[config.mk]
export PLATFORM = sky130hd
export DESIGN_NAME = frame_update_scheduler
export DESIGN_NICKNAME = d
export VERILOG_FILES = /design/src/rtl/frame_update_scheduler.sv
export SDC_FILE = /design/constraint.sdc
export NUM_CORES = 1
export LEC_CHECK = 0
export ABC_CLOCK_PERIOD_IN_PS = 4570
export BUFFER_PORTS_ARGS = -buffer_cell sky130_fd_sc_hd__buf_4
export CAP_MARGIN = 10
export CORE_MARGIN = 2
export CORE_UTILIZATION = 56
export DETAILED_ROUTE_END_ITERATION = 16
export PLACE_DENSITY = 0.86
export REMOVE_ABC_BUFFERS = 1
export SYNTH_ARGS = -nofsm -noshare
export SYNTH_HDL_FRONTEND = slang
export SYNTH_SLANG_ARGS = --single-unit
[constraint.sdc]
create_clock -name clk -period 4.57 [get_ports clk]
set_clock_uncertainty 0.1 [all_clocks]
set_input_delay 0.457 -clock clk [delete_from_list [all_inputs] [get_ports clk]]
set_output_delay 0.457 -clock clk [all_outputs]
set_load 0.01 [all_outputs]
[src/rtl/frame_update_scheduler.sv]
// rtl/frame_update_scheduler.sv - vblank-synchronised sequencer for per-frame game-logic update stages
module frame_update_scheduler #(
    parameter int NUM_STAGES    = 3,
    parameter int DISPLAY_V     = 480,
    parameter int DEADLINE_LINE = 524,
    parameter int FRAME_DIV     = 1
) (
    input  logic                  clk,
    input  logic                  clr,
    input  logic [9:0]            x,
    input  logic [9:0]            y,
    input  logic                  p_tick,
    input  logic                  enable,
    input  logic [NUM_STAGES-1:0] stage_done,
    input  logic                  overrun_clr,
    output logic [NUM_STAGES-1:0] stage_start,
    output logic                  commit,
    output logic                  busy,
    output logic [2:0]            cur_stage,
    output logic [15:0]           frame_cnt,
    output logic                  overrun
);

    localparam logic [9:0] VB_LINE    = 10'(DISPLAY_V);
    localparam logic [9:0] DL_LINE    = 10'(DEADLINE_LINE);
    localparam logic [7:0] DIV_LAST   = 8'(FRAME_DIV - 1);
    localparam logic [2:0] LAST_STAGE = 3'(NUM_STAGES - 1);

    typedef enum logic [1:0] {S_IDLE, S_START, S_WAIT, S_COMMIT} state_t;

    state_t     state, next_state;
    logic [7:0] div_cnt;
    logic [7:0] done_pad;
    logic       vb_evt, dl_evt, done_sel, run_go;

    assign vb_evt   = p_tick && (x == 10'd0) && (y == VB_LINE);
    assign dl_evt   = p_tick && (x == 10'd0) && (y == DL_LINE);
    // Widen so a 3-bit stage index always selects a legal bit.
    assign done_pad = 8'(stage_done);
    assign done_sel = done_pad[cur_stage];
    assign run_go   = vb_evt && (div_cnt == DIV_LAST) && enable;

    always_ff @(posedge clk) begin
        if (clr) begin
            state <= S_IDLE;
        end else begin
            state <= next_state;
        end
    end

    always_comb begin
        next_state = state;
        case (state)
            S_IDLE:   if (run_go) next_state = S_START;
            S_START:  next_state = dl_evt ? S_IDLE : S_WAIT;
            S_WAIT: begin
                if (dl_evt) begin
                    next_state = S_IDLE;
                end else if (done_sel) begin
                    next_state = (cur_stage == LAST_STAGE) ? S_COMMIT : S_START;
                end
            end
            S_COMMIT: next_state = S_IDLE;
            default:  next_state = S_IDLE;
        endcase
    end

    always_comb begin
        stage_start = '0;
        for (int i = 0; i < NUM_STAGES; i++) begin
            stage_start[i] = (state == S_START) && (cur_stage == 3'(i));
        end
        commit = (state == S_COMMIT);
        busy   = (state != S_IDLE);
    end

    always_ff @(posedge clk) begin
        if (clr) begin
            cur_stage <= 3'd0;
            div_cnt   <= 8'd0;
            frame_cnt <= 16'd0;
            overrun   <= 1'b0;
        end else begin
            if (vb_evt) frame_cnt <= frame_cnt + 16'd1;
            // A deadline abort below overrides a same-cycle clear.
            if (overrun_clr) overrun <= 1'b0;
            case (state)
                S_IDLE: begin
                    if (vb_evt) begin
                        if (div_cnt == DIV_LAST) begin
                            div_cnt <= 8'd0;
                            if (enable) cur_stage <= 3'd0;
                        end else begin
                            div_cnt <= div_cnt + 8'd1;
                        end
                    end
                end
                S_START, S_WAIT: begin
                    if (dl_evt) begin
                        overrun   <= 1'b1;
                        cur_stage <= 3'd0;
                    end else if (state == S_WAIT && done_sel && cur_stage != LAST_STAGE) begin
                        cur_stage <= cur_stage + 3'd1;
                    end
                end
                S_COMMIT: cur_stage <= 3'd0;
                default:  cur_stage <= 3'd0;
            endcase
        end
    end

endmodule

==> impl_metrics.toml <==
[clocking]
hold_buffers = 0
htree_num_levels = 2
cts_resized = 0
cts_buffers = 5
clkTransAtPathRegs_ps = 100
post_cts_buffers = 0
cts_root_buffer = "clkbuf_4"
cts_max_path_buffers = 2
cts_sinks = 30
clk_latency_ps = 330
cts_tree = "built"

[power]
power.density_nw_per_um2 = 230
intPower_uw = 407
power_leakage_uw = 0.000916
p_comb_share_pct = 11.8
swShare_pct = 24.0
irDropWorstVdd_mv = 0.139
switchingPower_uw = 129
p_clk_share_pct = 39.1
p_seq_share_pct = 49.1

[final_layout]
area_delta_synth_final_pct = 26.8
drive_above_1_share_pct = 28.3
fin_nets = 304
fin_area_um2 = 2330
antenna_cells = 0
final_cells = 309

[setup_path]
critPathRequiredTime_ps = 4750
path_depth = 6
cp_slowest_cell = "or4_1"
crit_type = "in -> reg"
cp-end-kind = "flop"
crit_arrival_ps = 2240
crit_fanout = 12
critPathBufInv = 1
crit_family = "simple AND/OR/NAND/NOR gates"
max_stage_delay_ps = 610
crit_path_cell_trace = "buf_4 > nor4_4 > and4_1 > nand4_1 > or4_1 > a21oi_1"
ff2ff_path_depth = 7
startpoint_type = "input pin"

[synthesis]
synth_top_area_share_pct = 32.6
yosysTopAreaCell = "dfxtp_1"
synth_top_family_by_area = "simple AND/OR/NAND/NOR gates"
ys_warn_count = 0
synthSimpleGateAreaFrac_pct = 34.5
synth-edff-count = 0
syn_avg_cell_area_um2 = 8.69
synthAdderAreaFrac_pct = 8.15
ys_seq_elements = 30
yosysSeqAreaShare_pct = 32.6
synth-xor-area-share_pct = 5.71
syn_inst = 212
async_reset_ff_share_pct = 0
netlist_area_um2 = 1840
muxShareOfSynthArea_pct = 1.22
synth_area_leaders = "dfxtp_1 33%, ha_1 8.2%, xnor2_1 5.2%"
synth-compound-area-share_pct = 13.1
ys.flop_type = "dfxtp_1"
synth.distinct_cells = 49

[floorplanning]
pin_count = 53
rows = 20
fp.dieH_um = 61.4
fp.dieArea_um2 = 3760
initial_core_util_pct = 59.4
die_x_um = 61.4
coreArea_um2 = 3100

[sta]
max_slew_margin_pct = 72.1
tns_ps = 0
period_needed_ps = 2070
final_hold_viol_count = 0
drv_slew = 0
finalCritPeriodShare_pct = 45.2
setup_viol = 0
worst_slew_pin_slew_ps = 415
fmax_ghz = 0.484
grt_setup_unrepaired = "false"

[grt]
grt_max_degree = 29
grt_pass1_vias = 1519
grtUsageTotal_pct = 23.6
overflow = 0
grt_pass1_wl_mm = 6.64
antenna_found_initial = 0

[drt]
first_pass_iters = 4
vias = 1740
vias_per_cell = 5.63
ant_nets = 0
drt-total-wl_mm = 4.04
drc = 0
wl_per_cell_um = 13.1
drt_iter0_drc = 65

[placed_design]
placed_cell_area_um2 = 2260
io_buffer_count = 52
dp.cells = 301
hpwl_mm = 3.06
gp_congestion = 0.832

[run_status]
outcome = "finished clean"

[hold_path]
hold_path_depth = 4
min_path_type = "in -> reg"

[flow_run]
cap_viol_max_count = 0
==> registers in the layout, summed over array words and instances (netlist names) <==
| signal | cells |
|---|---|
| state | 2 |
| cur_stage | 3 |
| frame_cnt | 16 |
| div_cnt | 8 |
| overrun | 1 |
==> routing by layer <==
| metal | vias to the layer above | GRT usage (%) | wire length [µm] |
|---|---|---|---|
| li1 | 872 | - | - |
| met1 | 801 | 29.2 | 1830 |
| met2 | 61 | 40.7 | 1920 |
| met3 | 6 | 6.30 | 235 |
| met4 | 0 | 6.38 | 49 |
| met5 | - | 0 | 0 |
==> cell type report <==
type | count | area [µm²]
multi-input combinational | 160 | 1150
fill | 264 | 768
sequential | 30 | 601
timing repair buffer | 52 | 390
inverter | 15 | 56.3
tap | 44 | 55.1
clock inverter | 3 | 40.0
clock buffer | 5 | 37.5
==> power by group through the flow <==
stage / Clock [µW] / Combinational, µW / Sequential (µW)
after floorplan: 0 / 28.6 / 269
final: 209 / 63.2 / 263
after CTS: 214 / 63.6 / 264
after global placement: 0 / 62.5 / 269
after global routing: 226 / 69.4 / 264
after detailed placement: 0 / 63.4 / 270
==> cells in the final DEF (no fill, tap or decap), drive strengths merged, types with 3 or more instances in the layout <==
cell,n
or3,5
buf,52
nand4,9
a21o,3
nor3,8
nor4b,3
and2,3
o21ai,6
inv,15
nand4b,3
and3,4
dfxtp,30
nand3,8
nor2,22
nor4,5
nor2b,3
a21oi,15
xnor2,11
nand2,11
ha,12
o31ai,3
and4,3
clkbuf,5
or4,3
==> worst paths after layout <==
| kind | startpoint | end | slack, ps |
|---|---|---|---|
| setup / recovery | x[1] | frame_cnt[12] | 2500 |
| hold / removal | overrun_clr | overrun | 350 |
| setup reg to reg | div_cnt[0] | cur_stage[2] | 2530 |
| hold reg to reg | frame_cnt[12] | frame_cnt[12] | 400 |
==> worst reg2reg max path, stage by stage (launching register included) <==
cell and delay, ps:
dfxtp_1 360, inv_1 70, ha_1 140, nor4b_1 300
nand2_1 210, o31ai_4 420, a31oi_1 150, a211oi_1 220
==> Yosys cell counts, drive strengths merged, types with 2 or more instances <==
master	count
dfxtp	30
nor2	22
a21oi	15
inv	15
ha	12
nand2	11
xnor2	11
nand4	9
nand3	8
nor3	8
o21ai	6
nor4	5
or3	5
and3	4
buf	4
a21o	3
and2	3
and4	3
clkbuf	3
nand4b	3
nor2b	3
nor4b	3
o31ai	3
or4	3
a211oi	2
mux2	2
nand2b	2
nor4bb	2
==> logic make-up after synthesis <==
logic type | count (synthesis)
simple gates | 98
fa+ha+maj | 12
compound gates | 36
mux | 2
xor+xnor | 12
buf+inv | 22
flops | 30
==> per-stage QoR <==
stage	setup slack [ps]	util (%)	hold slack, ps	power, µW
global placement	2230	72.7	384	332
global route	2320	75.2	385	559
detailed placement	2160	72.7	392	333
floorplan	2480	-	378	298
CTS	2520	75.2	336	541
finish	2500	75.2	351	536
No activity file was read; power rests on OpenSTA's default activity.
